===== src/rtl/vram_pkg.sv =====
// Shared types and sizes for the VRAM write scheduler.
package vram_pkg;
    localparam int unsigned VRAM_ADDR_W = 11;
    localparam int unsigned VRAM_DATA_W = 32;
    localparam int unsigned BUF_WORDS   = 1024;
    localparam int unsigned OFFS_W      = 10;

    typedef enum logic [1:0] {
        IDLE      = 2'd0,
        CLEAR     = 2'd1,
        SWAP_WAIT = 2'd2
    } vram_sched_state_t;

    // Full VRAM address: buffer select bit above the in-buffer word offset.
    function automatic logic [VRAM_ADDR_W-1:0] vram_addr(input logic buf_sel,
                                                         input logic [OFFS_W-1:0] offset);
        return {buf_sel, offset};
    endfunction
endpackage


===== src/rtl/vram_write_scheduler_if.sv =====
// CPU write request channel into the VRAM write scheduler.
interface vram_write_scheduler_if;
    import vram_pkg::*;

    logic                   cpu_req;
    logic [OFFS_W-1:0]      cpu_addr;
    logic [VRAM_DATA_W-1:0] cpu_data;
    logic                   cpu_ack;

    modport master (output cpu_req, output cpu_addr, output cpu_data, input cpu_ack);
    modport slave  (input cpu_req, input cpu_addr, input cpu_data, output cpu_ack);
endinterface


===== src/rtl/vram_clear_engine.sv =====
// Back-buffer fill engine: latched fill word and a non-wrapping offset counter.
module vram_clear_engine
    import vram_pkg::*;
(
    input  logic                   clk,
    input  logic                   rst,
    input  logic                   start,
    input  logic                   advance,
    input  logic [VRAM_DATA_W-1:0] fill_in,
    output logic [OFFS_W-1:0]      offset,
    output logic [VRAM_DATA_W-1:0] fill_value,
    output logic                   done
);
    logic [OFFS_W-1:0] count;

    // done flags that the offset currently on offer is the last word of the buffer
    assign done   = (count == OFFS_W'(BUF_WORDS - 1));
    assign offset = count;

    always_ff @(posedge clk) begin
        if (rst) begin
            count      <= '0;
            fill_value <= '0;
        end else if (start) begin
            count      <= '0;
            fill_value <= fill_in;
        end else if (advance && !done) begin
            count <= count + OFFS_W'(1);
        end
    end
endmodule


===== src/rtl/vram_write_scheduler.sv =====
// Arbitrates CPU writes, buffer clears and front/back swaps onto one VRAM write port.
// Optional feature macro: VRAM_SCHED_ROUND_ROBIN_EN (CPU/clear round-robin during CLEAR).
module vram_write_scheduler
    import vram_pkg::*;
(
    input  logic                   clk,
    input  logic                   rst,
    vram_write_scheduler_if.slave  cpu,
    input  logic                   clear_req,
    input  logic [VRAM_DATA_W-1:0] clear_value,
    input  logic                   swap_req,
    input  logic                   frame_done,
    output logic                   use_secondary_buffer,
    output logic [VRAM_ADDR_W-1:0] vram_wraddress,
    output logic [VRAM_DATA_W-1:0] vram_data,
    output logic                   vram_wren,
    output logic                   busy
);
    vram_sched_state_t state, state_next;
    logic swap_pending, pending_next;
    logic cpu_ack_c, cpu_grant, clr_grant, clr_start, swap_now;
    logic [OFFS_W-1:0]      clr_offset;
    logic [VRAM_DATA_W-1:0] clr_value;
    logic                   clr_done;
`ifdef VRAM_SCHED_ROUND_ROBIN_EN
    logic cpu_turn, turn_next;
`endif

    vram_clear_engine u_clear (
        .clk        (clk),
        .rst        (rst),
        .start      (clr_start),
        .advance    (clr_grant),
        .fill_in    (clear_value),
        .offset     (clr_offset),
        .fill_value (clr_value),
        .done       (clr_done)
    );

    assign cpu.cpu_ack = cpu_ack_c;

    // Next-state, grant and handshake decode
    always_comb begin
        state_next   = state;
        pending_next = swap_pending;
        cpu_ack_c    = 1'b0;
        cpu_grant    = 1'b0;
        clr_grant    = 1'b0;
        clr_start    = 1'b0;
        swap_now     = 1'b0;
`ifdef VRAM_SCHED_ROUND_ROBIN_EN
        turn_next    = cpu_turn;
`endif
        case (state)
            IDLE: begin
                cpu_ack_c = 1'b1;
                cpu_grant = cpu.cpu_req;
                if (clear_req) begin
                    clr_start    = 1'b1;
                    pending_next = swap_req;
                    state_next   = CLEAR;
`ifdef VRAM_SCHED_ROUND_ROBIN_EN
                    turn_next    = 1'b1;
`endif
                end else if (swap_req) begin
                    pending_next = 1'b1;
                    state_next   = SWAP_WAIT;
                end
            end
            CLEAR: begin
                if (swap_req) pending_next = 1'b1;
`ifdef VRAM_SCHED_ROUND_ROBIN_EN
                cpu_ack_c = cpu_turn;
                cpu_grant = cpu.cpu_req && cpu_turn;
                clr_grant = !cpu_grant;
                turn_next = !cpu_grant;
`else
                clr_grant = 1'b1;
`endif
                if (clr_grant && clr_done)
                    state_next = pending_next ? SWAP_WAIT : IDLE;
            end
            SWAP_WAIT: begin
                if (frame_done) begin
                    swap_now     = 1'b1;
                    pending_next = 1'b0;
                    state_next   = IDLE;
                end
            end
            default: state_next = IDLE;
        endcase
    end

    // State, write port and buffer select registers
    always_ff @(posedge clk) begin
        if (rst) begin
            state                <= IDLE;
            swap_pending         <= 1'b0;
            use_secondary_buffer <= 1'b0;
            vram_wren            <= 1'b0;
            vram_wraddress       <= '0;
            vram_data            <= '0;
            busy                 <= 1'b0;
`ifdef VRAM_SCHED_ROUND_ROBIN_EN
            cpu_turn             <= 1'b1;
`endif
        end else begin
            state        <= state_next;
            swap_pending <= pending_next;
            busy         <= (state_next != IDLE) || pending_next;
            vram_wren    <= cpu_grant || clr_grant;
            if (cpu_grant) begin
                vram_wraddress <= vram_addr(!use_secondary_buffer, cpu.cpu_addr);
                vram_data      <= cpu.cpu_data;
            end else if (clr_grant) begin
                vram_wraddress <= vram_addr(!use_secondary_buffer, clr_offset);
                vram_data      <= clr_value;
            end
            if (swap_now) use_secondary_buffer <= !use_secondary_buffer;
`ifdef VRAM_SCHED_ROUND_ROBIN_EN
            cpu_turn <= turn_next;
`endif
        end
    end
endmodule


===== src/flat_wrapper.sv =====
// flat-port wrapper written by rule: the top's interface ports become plain ports
module vram_write_scheduler_flat import vram_pkg::*;
  (clk, rst, clear_req, clear_value, swap_req, frame_done, use_secondary_buffer, vram_wraddress, vram_data, vram_wren, busy, cpu_cpu_req, cpu_cpu_addr, cpu_cpu_data, cpu_cpu_ack);
  vram_write_scheduler_if cpu_i ();
  input  logic clk;
  input  logic rst;
  input  logic clear_req;
  input  logic [VRAM_DATA_W-1:0] clear_value;
  input  logic swap_req;
  input  logic frame_done;
  output logic use_secondary_buffer;
  output logic [VRAM_ADDR_W-1:0] vram_wraddress;
  output logic [VRAM_DATA_W-1:0] vram_data;
  output logic vram_wren;
  output logic busy;
  input wire logic [$bits(cpu_i.cpu_req)-1:0] cpu_cpu_req;
  input wire logic [$bits(cpu_i.cpu_addr)-1:0] cpu_cpu_addr;
  input wire logic [$bits(cpu_i.cpu_data)-1:0] cpu_cpu_data;
  output wire logic [$bits(cpu_i.cpu_ack)-1:0] cpu_cpu_ack;
  assign cpu_i.cpu_req = cpu_cpu_req;
  assign cpu_i.cpu_addr = cpu_cpu_addr;
  assign cpu_i.cpu_data = cpu_cpu_data;
  assign cpu_cpu_ack = cpu_i.cpu_ack;
  vram_write_scheduler u_core (.clk(clk), .rst(rst), .cpu(cpu_i), .clear_req(clear_req), .clear_value(clear_value), .swap_req(swap_req), .frame_done(frame_done), .use_secondary_buffer(use_secondary_buffer), .vram_wraddress(vram_wraddress), .vram_data(vram_data), .vram_wren(vram_wren), .busy(busy));
endmodule

===== config.mk =====
export PLATFORM = sky130hd
export DESIGN_NAME = vram_write_scheduler_flat
export DESIGN_NICKNAME = d
export VERILOG_FILES = /design/src/rtl/vram_pkg.sv /design/src/rtl/vram_write_scheduler_if.sv /design/src/rtl/vram_clear_engine.sv /design/src/rtl/vram_write_scheduler.sv /design/src/flat_wrapper.sv
export SDC_FILE = /design/constraint.sdc
export NUM_CORES = 1
export LEC_CHECK = 0
export ABC_AREA = 0
export BUFFER_PORTS_ARGS = -buffer_cell sky130_fd_sc_hd__buf_4
export CORE_AREA = 2 2 92 94
export DETAILED_ROUTE_END_ITERATION = 8
export DIE_AREA = 0 0 94 96
export PLACE_DENSITY_LB_ADDON = 0.05
export SYNTH_ARGS = -nofsm -noshare
export SYNTH_HDL_FRONTEND = slang
export SYNTH_SLANG_ARGS = --single-unit

===== constraint.sdc =====
create_clock -name clk -period 4.9 [get_ports clk]
set_input_delay 0.245 -clock clk [delete_from_list [all_inputs] [get_ports clk]]
set_output_delay 0.245 -clock clk [all_outputs]
set_load 0.01 [all_outputs]

==> results of run 1 <==
## worst min-delay path: cells and delay by family
family	cells	cell delay [ns]
buffers and inverters	1	0.11
and+or+nand+nor	1	0.04
AOI/OAI and AO/OA	1	0.05
## layer usage
metal  up-vias  track usage, %
li1       1661               -
met1      1514           27.23
met2       105           33.15
met3         9           5.403
met4         0           7.005
met5         -               0
## power by group
group / internal, mW / switching (mW) / leakage [nW]
logic: 0.118 / 0.133 / 1.05
registers: 0.787 / 0.0278 / 0.746
clock network: 0.266 / 0.264 / 0.106
## cells in the mapped netlist (3+ instances only)
cell	count	area, um2
mux2i_1	3	30.03
a21oi_1	77	385.4
xnor2_1	4	35.03
and2_1	3	18.77
inv_1	3	11.26
nor2_1	16	60.06
dfxtp_1	91	1822
a31oi_1	3	18.77
clkbuf_1	24	90.09
o21ai_0	3	15.01
a311oi_1	3	26.28
buf_6	3	33.78
buf_2	5	25.02
nand2_1	114	427.9
a22oi_1	41	307.8
## kinds of logic (layout without fill, tap and decap cells)
group	count (synthesis)	after routing	share of synthesized area [%]
adders and majority gates	1	1	0.3523
buffers and inverters	36	147	4.898
DFF	91	91	51.30
and+or+nand+nor	152	152	18.53
AOI/OAI and AO/OA	132	132	22.59
muxes	3	3	0.8457
xor gates and xnor gates	6	6	1.480
## stage by stage
step	power, mW	hold slack (ns)
after floorplan	0.9626	0.3810
after global placement	1.081	0.4422
after detailed placement	1.086	0.4469
after CTS	1.610	0.1182
after global routing	1.675	0.1148
final	1.595	0.1309
## state kept, by name, indices dropped and copies added, names as in the netlist
register                     cells
u_core.u_clear.offset           10
u_core.state                     2
u_core.u_clear.fill_value       32
u_core.vram_wraddress           11
u_core.use_secondary_buffer      1
u_core.swap_pending              1
u_core.busy                      1
u_core.vram_wren                 1
u_core.vram_data                32
## worst max path at each step
| stage | from | end | slack, ns | cells past startpoint |
|---|---|---|---|---|
| floorplan | u_core.u_clear.offset[0] | u_core.u_clear.offset[9] | 3.19 | 6 |
| global placement | u_core.state[0] | u_core.u_clear.offset[2] | 2.57 | 4 |
| detailed placement | u_core.state[0] | u_core.u_clear.offset[2] | 2.53 | 4 |
| CTS | u_core.state[0] | u_core.u_clear.offset[2] | 2.53 | 4 |
| global route | u_core.state[0] | u_core.u_clear.offset[9] | 2.28 | 4 |
| finish | u_core.state[0] | u_core.u_clear.offset[2] | 2.56 | 4 |
## final cells by class
type / instances / area (um2)
clock inverter: 5 / 60.06
clock buffer: 11 / 151.4
multi-input combinational: 294 / 1577
tap: 105 / 131.4
sequential: 91 / 1822
timing repair buffer: 128 / 960.9
inverter: 3 / 11.26
fill: 761 / 3338
==> flow_summary.json, run 1 <==
{
  "status": "complete, no violations",
  "core.rowCount": 33,
  "layout.cells.most_common": "buf_4",
  "port_buffers": 126,
  "crit_fanout": 43,
  "powerDensity_mw_per_mm2": 338.4,
  "cts_tree": "built",
  "synthArstFlopShare_pct": 0,
  "gp_congestion": 0.7833,
  "cts.sinks": 91,
  "cts_resized": 0,
  "fp.dieArea_mm2": 0.009024,
  "holdPathStages": 3,
  "min_path_type": "primary input to flop",
  "place_ws_ns": 2.532,
  "cts.htree.levels": 3,
  "n_antenna_cell": 0,
  "rsz0062_at_grt": "no",
  "synth_fp_nets": 502,
  "insertion_delay_ns": 0.35,
  "syn_area_mm2": 0.003551,
  "slowest_delay_ns": 0.94,
  "fmaxAchievable_mhz": 427.9,
  "dr.pass1.iters": 5,
  "clk_path_buf_depth": 2,
  "crit_arrival_ns": 2.62,
  "syn_inst": 421,
  "max_cap_viol_count": 0,
  "antenna_found_initial": 0,
  "grt_pass1_vias": 3061,
  "slew_headroom_pct": 25.27,
  "period_minus_slack_ns": 2.337,
  "top_layer": "met4",
  "cts_setup_buffers": 0,
  "crit_buf_inv": 0,
  "fin_setup_tns_ns": 0,
  "p_leak_nw": 1.903,
  "synth-main-ff-cell": "dfxtp_1",
  "synth_edf_count": 0,
  "startpoint_type": "flop",
  "drc": 0,
  "area_delta_synth_final_pct": 32.73,
  "drt_iter0_drc": 140,
  "path_delay_family": "simple AND/OR/NAND/NOR gates",
  "final_cell_mix": "buf_4 (128), nand2_1 (114), dfxtp_1 (91), a21oi_1 (77), a22oi_1 (41)",
  "hold_end": "u_core.u_clear.fill_value[13]",
  "setup_slack_ns": 2.563,
  "clock_skew_ns": 0.01728,
  "cp-end-kind": "flop",
  "crit_type": "flop to flop",
  "cts-hold-fix-buffers": 0,
  "grt_overflow_total": 0,
  "avgSynthCellArea_um2": 8.434,
  "root_buffer": "clkbuf_8",
  "wl_met1_mm": 4.037,
  "hpwl_mm": 5.881,
  "route.met2.wl_mm": 4.346,
  "path_cells": "nor2b_4 -> o31ai_2 -> or3_1 -> a21oi_1",
  "grt_max_degree": 83,
  "clk_pin_slew_ns": 0.10,
  "routed-via-count": 3289,
  "hp-start": "clear_value[13]",
  "fin_util_pct": 58.54,
  "fin_cells": 637,
  "dr_wl_met3_um": 670,
  "placed_cells": 621,
  "wl_mm": 9.157,
  "wl_per_cell_um": 14.38,
  "post-route-cell-area_mm2": 0.004713,
  "yosysWarnings": 0,
  "yosysUniqueCellTypes": 36,
  "tightest_slew_ns": 1.118,
  "r2r_cells": 4,
  "cp.required_ns": 5.19,
  "r2r-start": "u_core.state[0]",
  "avgViaCountPerCell": 5.163,
  "grt_pass1_wl_mm": 14.72,
  "dieWidth_um": 94,
  "die_h_um": 96,
  "design.core.area_mm2": 0.008051,
  "synth_seq_cells": 91,
  "ios": 127,
  "initial_utilization_pct": 44.10,
  "hold_viol": 0,
  "setup_viol": 0,
  "postRouteAntennaNets": 0,
  "r2r_setup_slack_ns": 2.56,
  "crit_path_top_delay_cell": "nor2b_4",
  "track_usage_pct": 20.68,
  "cts-buffers-inserted": 9,
  "slew_violations": 0,
  "nets": 608,
  "r2r-end": "u_core.u_clear.offset[2]",
  "dpl_cell_area_mm2": 0.004502,
  "drive_above_1_share_pct": 28.38,
  "ys_seq_area_share_pct": 51.30,
  "ir_worst_vdd_mv": 0.1874,
  "fin_crit_sh_pct": 47.70
}
(Power assumes the default switching activity.)
==> run 2: changes to the inputs <==
==> constraint.sdc (replaced) <==
create_clock -name clk -period 2.2 [get_ports clk]
set_input_delay 0.11 -clock clk [delete_from_list [all_inputs] [get_ports clk]]
set_output_delay 0.11 -clock clk [all_outputs]
set_load 0.01 [all_outputs]
==> flow_summary.json, run 2 (synthesis results as in run 1) <==
{
  "status": "complete, no violations",
  "clk_path_buf_depth": 2,
  "dieWidth_um": 94,
  "dr_wl_met3_um": 477,
  "ir_worst_vdd_mv": 0.3716,
  "cp.required_ns": 2.48,
  "grt_max_degree": 43,
  "wl_met1_mm": 4.392,
  "area_delta_synth_final_pct": 41.26,
  "ios": 127,
  "powerDensity_mw_per_mm2": 690.8,
  "cts_tree": "built",
  "fillCellCount": 763,
  "path_cells": "nor2_1 -> and2_2 -> a22oi_1 -> a21oi_1",
  "crit_buf_inv": 0,
  "dpl_cell_area_mm2": 0.004559,
  "fin_crit_sh_pct": 84.18,
  "startpoint_type": "flop",
  "cts_setup_buffers": 0,
  "hpwl_mm": 6.341,
  "path_delay_family": "simple AND/OR/NAND/NOR gates",
  "n_antenna_cell": 0,
  "cts.sinks": 91,
  "top_layer": "met4",
  "grt_overflow_total": 0,
  "avgViaCountPerCell": 5.118,
  "drc": 0,
  "slew_violations": 0,
  "dr.pass1.iters": 4,
  "post-route-cell-area_mm2": 0.005016,
  "core.rowCount": 33,
  "grt_pass1_wl_mm": 15.57,
  "period_minus_slack_ns": 1.852,
  "fmaxAchievable_mhz": 540.0,
  "crit_fanout": 42,
  "slowest_delay_ns": 0.76,
  "die_h_um": 96,
  "cts.htree.levels": 3,
  "max_cap_viol_count": 0,
  "routed-via-count": 3434,
  "nets": 642,
  "rsz0062_at_grt": "no",
  "clk_pin_slew_ns": 0.09,
  "port_buffers": 126,
  "design.core.area_mm2": 0.008051,
  "track_usage_pct": 21.77,
  "largestRegisters": "u_core.u_clear.fill_value (32), u_core.vram_data (32), u_core.vram_wraddress (11)",
  "route.met2.wl_mm": 4.566,
  "crit_path_top_delay_cell": "and2_2",
  "postRouteAntennaNets": 0,
  "clock_skew_ns": 0.01304,
  "setup_viol": 0,
  "gp_congestion": 0.7760,
  "insertion_delay_ns": 0.35,
  "fin_hold_ws_ns": 0.01779,
  "grt_pass1_vias": 3229,
  "slew_headroom_pct": 40.72,
  "regArea_mm2": 0.001822,
  "cp-end-kind": "flop",
  "multi_input_area_mm2": 0.001577,
  "layout.cells.most_common": "buf_4",
  "initial_utilization_pct": 44.10,
  "p_total_mw": 3.465,
  "fp.dieArea_mm2": 0.009024,
  "drive_above_1_share_pct": 27.74,
  "min_path_type": "primary input to flop",
  "wl_per_cell_um": 14.24,
  "tightest_slew_ns": 0.8892,
  "crit_arrival_ns": 2.13,
  "root_buffer": "clkbuf_8",
  "antenna_found_initial": 0,
  "crit_type": "flop to flop",
  "drt_iter0_drc": 157,
  "cts-buffers-inserted": 9,
  "wl_mm": 9.558,
  "fin_setup_tns_ns": 0,
  "final_cell_mix": "buf_4 (133), nand2_1 (114), dfxtp_1 (91), a21oi_1 (77), a22oi_1 (41)",
  "hold_viol": 0,
  "p_leak_nw": 2.031
}
run 2: cell count changes in the layout (fill, tap and decap cells not counted), sizes merged:
cell	before	now
dlygate4sd3	0	28
buf	128	134
clkinv	2	3
clkinvlp	1	3
clkbuf	11	9
bufinv	1	0
run 2: repair_timing:
item | CTS | global route
endpoints found under the setup margin | 0 | 0
resized for setup | 0 | 0
hold buffers | 28 | 0
hold endpoints to repair | 28 | 0
run 2: report_power, final:
| group | leakage [nW] | switching [mW] | total, mW | internal (mW) |
|---|---|---|---|---|
| logic | 1.20 | 0.312 | 0.623 | 0.311 |
| registers | 0.746 | 0.0632 | 1.82 | 1.75 |
| clock network | 0.0831 | 0.610 | 1.03 | 0.416 |
| total | 2.03 | 0.985 | 3.47 | 2.48 |
run 2: final timing paths:
path	from	endpoint	slack [ns]	cells past startpoint
max	u_core.state[1]	u_core.vram_data[7]	0.35	4
min	clear_value[20]	u_core.u_clear.fill_value[20]	0.02	3
max reg2reg	u_core.state[1]	u_core.vram_data[7]	0.35	4
min reg2reg	u_core.u_clear.fill_value[16]	u_core.u_clear.fill_value[16]	0.46	2
run 2: stage by stage:
step | cells | setup slack (ns) | utilization (%)
CTS | 671 | 0.3545 | 62.30
global route | 671 | 0.1222 | 62.30
floorplan | 421 | 0.4874 | -
finish | 671 | 0.3480 | 62.30
detailed placement | 627 | 0.3724 | 56.63
global placement | 627 | 0.4596 | 56.63
run 2: area by class of cell:
| cell class | instances | area share (%) |
|---|---|---|
| sequential | 91 | 36.32 |
| tap | 105 | 2.619 |
| clock inverter | 7 | 1.048 |
| clock buffer | 9 | 2.469 |
| inverter | 3 | 0.2245 |
| timing repair buffer | 162 | 25.89 |
| multi-input combinational | 294 | 31.43 |
run 2: worst reg2reg max path: stages (launching register included):
cell	delay (ns)
dfxtp_1	0.42
nor2_1	0.23
and2_2	0.76
a22oi_1	0.18
a21oi_1	0.19
run 2: metal layers:
layer	vias to the layer above	global-route usage (%)
li1	1734	-
met1	1608	28.41
met2	82	35.77
met3	10	4.933
met4	0	7.367
met5	-	0
